File: src/rtl/wb_write_queue.sv
// In-order writeback queue feeding the register file write port (WE3/A3/WD3).
// Accepts LSU/ALU results (LSU priority), drops x0 writes, and exposes a pending/forward lookup.
module wb_write_queue #(
    parameter int DEPTH = 4,
    parameter int XLEN  = 32,
    parameter int AW    = 5
) (
    input  logic                       clk,
    input  logic                       rst,
    input  logic                       alu_valid,
    output logic                       alu_ready,
    input  logic [AW-1:0]              alu_rd,
    input  logic [XLEN-1:0]            alu_data,
    input  logic                       lsu_valid,
    output logic                       lsu_ready,
    input  logic [AW-1:0]              lsu_rd,
    input  logic [XLEN-1:0]            lsu_data,
    input  logic                       wb_stall,
    output logic                       WE3,
    output logic [AW-1:0]              A3,
    output logic [XLEN-1:0]            WD3,
    input  logic [AW-1:0]              q_a1,
    input  logic [AW-1:0]              q_a2,
    output logic                       pend1,
    output logic                       pend2,
    output logic [XLEN-1:0]            fwd1,
    output logic [XLEN-1:0]            fwd2,
    output logic [$clog2(DEPTH):0]     count
);

    localparam int PW = $clog2(DEPTH);
    localparam int CW = PW + 1;

    logic [AW-1:0]   rd_mem   [DEPTH];
    logic [XLEN-1:0] data_mem [DEPTH];
    logic [PW-1:0]   head;
    logic [PW-1:0]   tail;

    logic            not_full;
    logic            empty;
    logic            lsu_fire;
    logic            alu_fire;
    logic            push;
    logic            pop;
    logic [AW-1:0]   push_rd;
    logic [XLEN-1:0] push_data;

    // Readies look only at occupancy, never at the pop, so a full queue stays closed for one cycle.
    assign not_full  = (count < CW'(DEPTH));
    assign lsu_ready = !rst && not_full;
    assign alu_ready = !rst && not_full && !lsu_valid;

    assign lsu_fire  = lsu_valid && lsu_ready;
    assign alu_fire  = alu_valid && alu_ready;
    assign push      = (lsu_fire && (lsu_rd != '0)) || (alu_fire && (alu_rd != '0));
    assign push_rd   = lsu_fire ? lsu_rd : alu_rd;
    assign push_data = lsu_fire ? lsu_data : alu_data;

    assign empty = (count == '0);
    assign WE3   = !empty && !wb_stall;
    assign A3    = empty ? '0 : rd_mem[head];
    assign WD3   = empty ? '0 : data_mem[head];
    assign pop   = WE3;

    always_ff @(posedge clk or posedge rst) begin
        if (rst) begin
            head  <= '0;
            tail  <= '0;
            count <= '0;
        end else begin
            if (pop)
                head <= head + 1'b1;
            if (push)
                tail <= tail + 1'b1;
            case ({push, pop})
                2'b10:   count <= count + 1'b1;
                2'b01:   count <= count - 1'b1;
                default: count <= count;
            endcase
        end
    end

    // Payload storage carries no reset; occupancy alone decides which slots are live.
    always_ff @(posedge clk) begin
        if (push) begin
            rd_mem[tail]   <= push_rd;
            data_mem[tail] <= push_data;
        end
    end

    // Walk from oldest to youngest so the last hit wins as the youngest match.
    always_comb begin
        pend1 = 1'b0;
        pend2 = 1'b0;
        fwd1  = '0;
        fwd2  = '0;
        for (int i = 0; i < DEPTH; i++) begin
            if (CW'(i) < count) begin
                if ((q_a1 != '0) && (rd_mem[head + PW'(i)] == q_a1)) begin
                    pend1 = 1'b1;
                    fwd1  = data_mem[head + PW'(i)];
                end
                if ((q_a2 != '0) && (rd_mem[head + PW'(i)] == q_a2)) begin
                    pend2 = 1'b1;
                    fwd2  = data_mem[head + PW'(i)];
                end
            end
        end
    end

endmodule

File: config.mk
export PLATFORM = sky130hd
export DESIGN_NAME = wb_write_queue
export DESIGN_NICKNAME = d
export VERILOG_FILES = /design/src/rtl/wb_write_queue.sv
export SDC_FILE = /design/constraint.sdc
export NUM_CORES = 1
export LEC_CHECK = 0
export CAP_MARGIN = 20
export CORE_ASPECT_RATIO = 0.9
export CORE_MARGIN = 4
export CORE_UTILIZATION = 55
export CTS_CLUSTER_DIAMETER = 50
export CTS_CLUSTER_SIZE = 20
export DETAILED_ROUTE_END_ITERATION = 12
export PLACE_DENSITY = 0.82
export SETUP_SLACK_MARGIN = 0.5
export SLEW_MARGIN = 0
export SYNTH_ARGS = -nofsm -noshare
export SYNTH_HDL_FRONTEND = slang
export SYNTH_SLANG_ARGS = --single-unit
File: constraint.sdc
create_clock -name clk -period 4.2 [get_ports clk]
set_input_delay 0.84 -clock clk [delete_from_list [all_inputs] [get_ports clk]]
set_output_delay 0.84 -clock clk [all_outputs]
set_load 0.05 [all_outputs]
# ---- After elaboration in Yosys (flattened, before gate mapping)
# Memories as Yosys holds them, arrays and structs flattened.
# Index checks and enable logic that the tools add are counted.
dict set report word_totals {
  regBits 7
  ram_bits 148
  input_bits 89
  output_inout_bits 109
  word_cells 91
  memories 2
}
dict set report classes {
  add_sub_neg 6
  magnitude_cmp 5
  eq_ne 10
  mux 39
  n_reduce_logical 26
}
# name depth width rd rd_ports_with_merged_regs wr line_no
set mem_list {}
lappend mem_list {data_mem 4 32 4 0 1 35} ;# logic [XLEN-1:0] data_mem [DEPTH];
lappend mem_list {rd_mem 4 5 4 0 1 34} ;# logic [AW-1:0] rd_mem [DEPTH];
# operator n
set ops {}
lappend ops {{$mux W32} 18}
lappend ops {{$eq A5 B5 Y1} 8}
lappend ops {{$reduce_bool A5 Y1} 4}
lappend ops {{$mux W1} 18}
lappend ops {{$logic_and A1 B1 Y1} 15}
lappend ops {{$mux W5} 2}
lappend ops {{$lt A1 B3 Y1 const A} 2}
lappend ops {{$lt A2 B3 Y1 const A} 2}
lappend ops {{$pmux W3 S2} 1}
lappend ops {{$add A2 B1 Y2 const B} 2}
lappend ops {{$add A2 B2 Y2 const B} 2}
lappend ops {{$logic_not A1 Y1} 4}
lappend ops {{$add A3 B1 Y3 const B} 1}
lappend ops {{$logic_not A3 Y1} 1}
lappend ops {{$lt A3 B3 Y1 const B} 1}
lappend ops {{$sub A3 B1 Y3 const B} 1}
lappend ops {{$eq A2 B1 Y1 const B} 1}
lappend ops {{$eq A2 B2 Y1 const B} 1}
lappend ops {{$reduce_bool A2 Y1} 1}
lappend ops {{$logic_or A1 B1 Y1} 1}

# ---- Logic depth before layout (Yosys ltp)
# An unclocked memory read counts as a cell.
dict set report logic_depth {
  word_depth 11
  mapped_depth 11
  mapped_depth_nobuf 9
}

# ---- Worst setup path before layout
# OpenSTA, ideal clock, no wires.
dict set report synth_path {
  kind {input to output}
  from {input port q_a2[1]}
  to {output port fwd2[31]}
  arrival_time_ps 3705
  t_required_ps 3360
  path_slack_ps -345
  cell_stages 8
  path_buffers 3
  cell_sequence {clkbuf_1 or4_1 o211a_1 and2_0 buf_2 buf_2 o31a_1 a211oi_1}
}
dict set report synth_between {
  elab_chain_len 10
  elab_cells_between_ends 17
  classes_between {eq/ne: 4; mux: 8; reduce/logical: 5}
}
# item line_no
set synth_rtl {}
lappend synth_rtl {{from (decl)} 23} ;# input logic [AW-1:0] q_a2,
lappend synth_rtl {{$eq A5 B5 Y1 or $reduce_bool A5 Y1 (tied branches)} 103} ;# if ((q_a2 != '0) && (rd_mem[head + PW'(i)] == q_a2)) begin
lappend synth_rtl {{$logic_and A1 B1 Y1} 103}
lappend synth_rtl {{$mux W32} 103}
lappend synth_rtl {{$mux W32} 98} ;# if (CW'(i) < count) begin
lappend synth_rtl {{$mux W32} 103}
lappend synth_rtl {{$mux W32} 98}
lappend synth_rtl {{$mux W32} 103}
lappend synth_rtl {{$mux W32} 98}
lappend synth_rtl {{$mux W32} 103}
lappend synth_rtl {{$mux W32 (*)} 98}
lappend synth_rtl {{to (decl)} 27} ;# output logic [XLEN-1:0] fwd2,
# Mark *: on every way between the ends. The rest lies on a longest branch, timed or not.

# ---- Worst setup path after layout
dict set report layout_path {
  from {register head[0]}
  to {output port fwd2[4]}
}
dict set report layout_between {
  elab_chain_len 11
  elab_cells_between_ends 21
  classes_between {add/sub: 3; eq/ne: 4; mux: 8; reduce/logical: 4; memory: 2}
}
# item line_no
set layout_rtl {}
lappend layout_rtl {{from (decl)} 36} ;# logic [PW-1:0] head;
lappend layout_rtl {{from (signal assigned)} 72} ;# head <= head + 1'b1;
lappend layout_rtl {{branches (longest 10 deep; another with $mem_v2 Z4 W5)} --}
lappend layout_rtl {{$mux W32 (*)} 98}
# Mark *: on every way between the ends.

==> impl_metrics.csv <==
group,metric,value,unit
setup_path,cp_data_arrival_time,3450,ps
sta,rsz0062_at_grt,"true",
setup_path,critPathLaunchType,"flop",
cts,clock_sinks,155,
layout,fin_cells,1678,
logic_synthesis,synth-main-ff-cell,"edfxtp_1",
grt,grt_pass1_vias,11500,
flow_run,maxCapViolCount,0,
outcome,outcome,"complete, but fails checks",
detailed_routing,drcViolationCount,0,
power,power.static_leakage,6.48,nW
grt,grt_remaining_overflow,0,
floorplan,die_area,23900,sq um
setup_path,required,3360,ps
logic_synthesis,syn_nets,1271,
cts,clock_tree.buffer_depth,2,
sta,final-setup-viol-count,30,
outcome,violations,"negative setup slack",
logic_synthesis,synth.avg_cell_area,10.1,sq um
floorplan,die-height,147,microns
logic_synthesis,netlist-cell-type-count,53,
power,power_density,819,nW/um^2
cts,cts.clk_slew.worst_paths,60,ps
layout,syn_to_final_growth,49.9,%
detailed_routing,first_iter_violations,1665,
detailed_routing,vias,11700,
grt,grt_pass1_wl,64500,microns
placement,gp_congestion,0.899,
logic_synthesis,synth_top_area_share,0.377,
floorplan,die_width,162,microns
logic_synthesis,synth_area_leaders,"edfxtp_1, mux2i_1, mux2_2, o21ai_0, mux4_2",
cts,hold_buffers,0,
sta,hold_viol,0,
placement,dp_hpwl,25300,microns
floorplan,rows,50,
grt,grt_usage,0.344,
logic_synthesis,yosysMostFrequentCell,"edfxtp_1",
logic_synthesis,synth_edf_count,148,
grt,antenna_found_initial,1,
layout,layout-drive-gt1-share,0.368,
layout,fill_cells,1017,
detailed_routing,wl_per_cell,27.2,microns
floorplan,start_util,0.563,
placement,io_buffers,197,
sta,finalCritPeriodShare,1.02,
logic_synthesis,syn_inst,1173,
setup_path,cp-startpoint,"head[0]",
cts,cts_tree,"built",
floorplan,boundaryPins,198,
setup_path,timing.rr.start,"count[0]",
placement,dp_cells,1597,
logic_synthesis,netlist_area,11800,sq um
detailed_routing,routed_wl,45700,microns
sta,slew_headroom,0.544,
detailed_routing,ant_nets,0,
logic_synthesis,synth-async-reset-ratio,0.0452,
logic_synthesis,synth_seq_cells,155,
detailed_routing,first_pass_iters,6,
detailed_routing,via_per_inst,6.99,
logic_synthesis,ys_seq_area_frac,0.391,
cts,h-tree-depth,4,
hold_path,min_path_type,"reg2reg",
cts,cts_buffers,17,
sta,tightest_slew,680,ps
sta,slew_violations,0,
sta,period_minus_slack,4290,ps
layout,fin_nets,1477,
power,vdd_drop_max,0.567,mV
cts,cts_root_buf,"clkbuf_16",
sta,fin_skew,6.75,ps
sta,fmax,0.233,GHz
hold_path,hold_start,"tail[1]",
setup_path,criticalPathCategory,"reg2out",
sta,whs,673,ps
logic_synthesis,yosys_warnings,0,
logic_synthesis,synth_top_area_cell,"edfxtp_1",
setup_path,crit_fanout,8,
setup_path,crit_path_end_kind,"output port",
cts,clkLatencyLatePin,440,ps
sta,layout_setup_ws,-88.6,ps
grt,grt_max_degree,73,
floorplan,core_area,21000,sq um
logic_synthesis,netlist_top_cells_count,"edfxtp_1, mux2i_1, mux2_2",
-- critical path, stage by stage, from the launching register on --
cell and delay [ps]:
dfrtp_4 520, buf_8 160, mux4_2 570, buf_6 150
xor2_1 140, nor2_1 160, nand4_1 150, buf_6 200
buf_12 150, o311a_4 360, o31ai_4 250, buf_12 180
-- sequential cells by signal, summed over array words and instances, names as in the netlist --
signal / count
count: 3
data_mem: 128
head: 2
rd_mem: 20
tail: 2
-- worst paths after layout --
kind	endpoint	slack (ps)	cells after the start
max in group asynchronous	head[0]	3190	2
min in group asynchronous	count[2]	760	2
max	fwd2[4]	-90	11
min reg2reg	tail[1]	670	2
max reg2reg	count[2]	1660	9
min	tail[1]	670	2
-- what timing repair did --
action | CTS | global route
pin swaps | 32 | 54
setup buffers | 27 | 9
endpoints found under the hold margin | 0 | 0
cloned | 8 | 5
resized for setup | 144 | 135
endpoints found under the setup margin | 98 | 100
-- cells by family after synthesis --
kind of cell             share of synthesized area
buffers and inverters                       0.0554
XOR/XNOR                                    0.0327
multiplexers                                 0.223
AND/OR/NAND/NOR                              0.146
adder cells (fa/ha/maj)                    0.00954
AO/OA/AOI/OAI                                0.142
flip-flops                                   0.391
-- cells in the final DEF (no fill, tap or decap), drive strengths merged, types with 32 or more instances in the layout --
| master | Yosys | layout |
|---|---|---|
| o21ai | 66 | 66 |
| clkbuf | 70 | 40 |
| nor2 | 83 | 83 |
| inv | 42 | 44 |
| clkdlybuf4s50 | 0 | 95 |
| mux2 | 92 | 92 |
| buf | 45 | 169 |
| a21oi | 46 | 46 |
| xnor2 | 36 | 36 |
| edfxtp | 148 | 148 |
| nor3 | 56 | 56 |
| nand3b | 32 | 32 |
| mux2i | 112 | 112 |
| nand2 | 77 | 77 |
-- metal layers --
layer | routed length, microns | track usage
met5 | 0 | 0
met1 | 16300 | 0.447
met3 | 5520 | 0.0906
met4 | 2380 | 0.130
met2 | 21400 | 0.554
-- area by class of cell --
type,count,area (sq um),area share
Antenna cell,1,2.50,0.000141
Tap cell,286,358,0.0202
Clock buffer,17,425,0.0240
Timing Repair Buffer,301,4030,0.228
Clock inverter,14,148,0.00835
Inverter,42,163,0.00919
Multi-Input combinational cell,862,7940,0.449
Sequential cell,155,4630,0.262
-- metrics by stage --
stage | TNS (ps) | setup WS (ps) | utilization | instance area (sq um) | power [mW]
2_1_floorplan | 0 | 354 | - | 12400 | 8.37
3_3_place_gp | -44.4 | -44.4 | 0.743 | 15600 | 11.4
3_5_place_dp | -120 | -40.3 | 0.743 | 15600 | 11.6
4_1_cts | 0 | 10.9 | 0.811 | 17000 | 13.6
5_1_grt | -5610 | -201 | 0.844 | 17700 | 14.9
6_report | -1260 | -88.6 | 0.844 | 17700 | 14.5
-- where the power goes --
part | internal (mW) | total, mW | leakage (nW) | switching [mW]
clock | 0.873 | 1.56 | 0.269 | 0.686
sequential | 1.95 | 2.13 | 1.42 | 0.185
combinational | 4.20 | 10.8 | 4.79 | 6.60
Note: power is estimated with default switching activity, not from simulation.
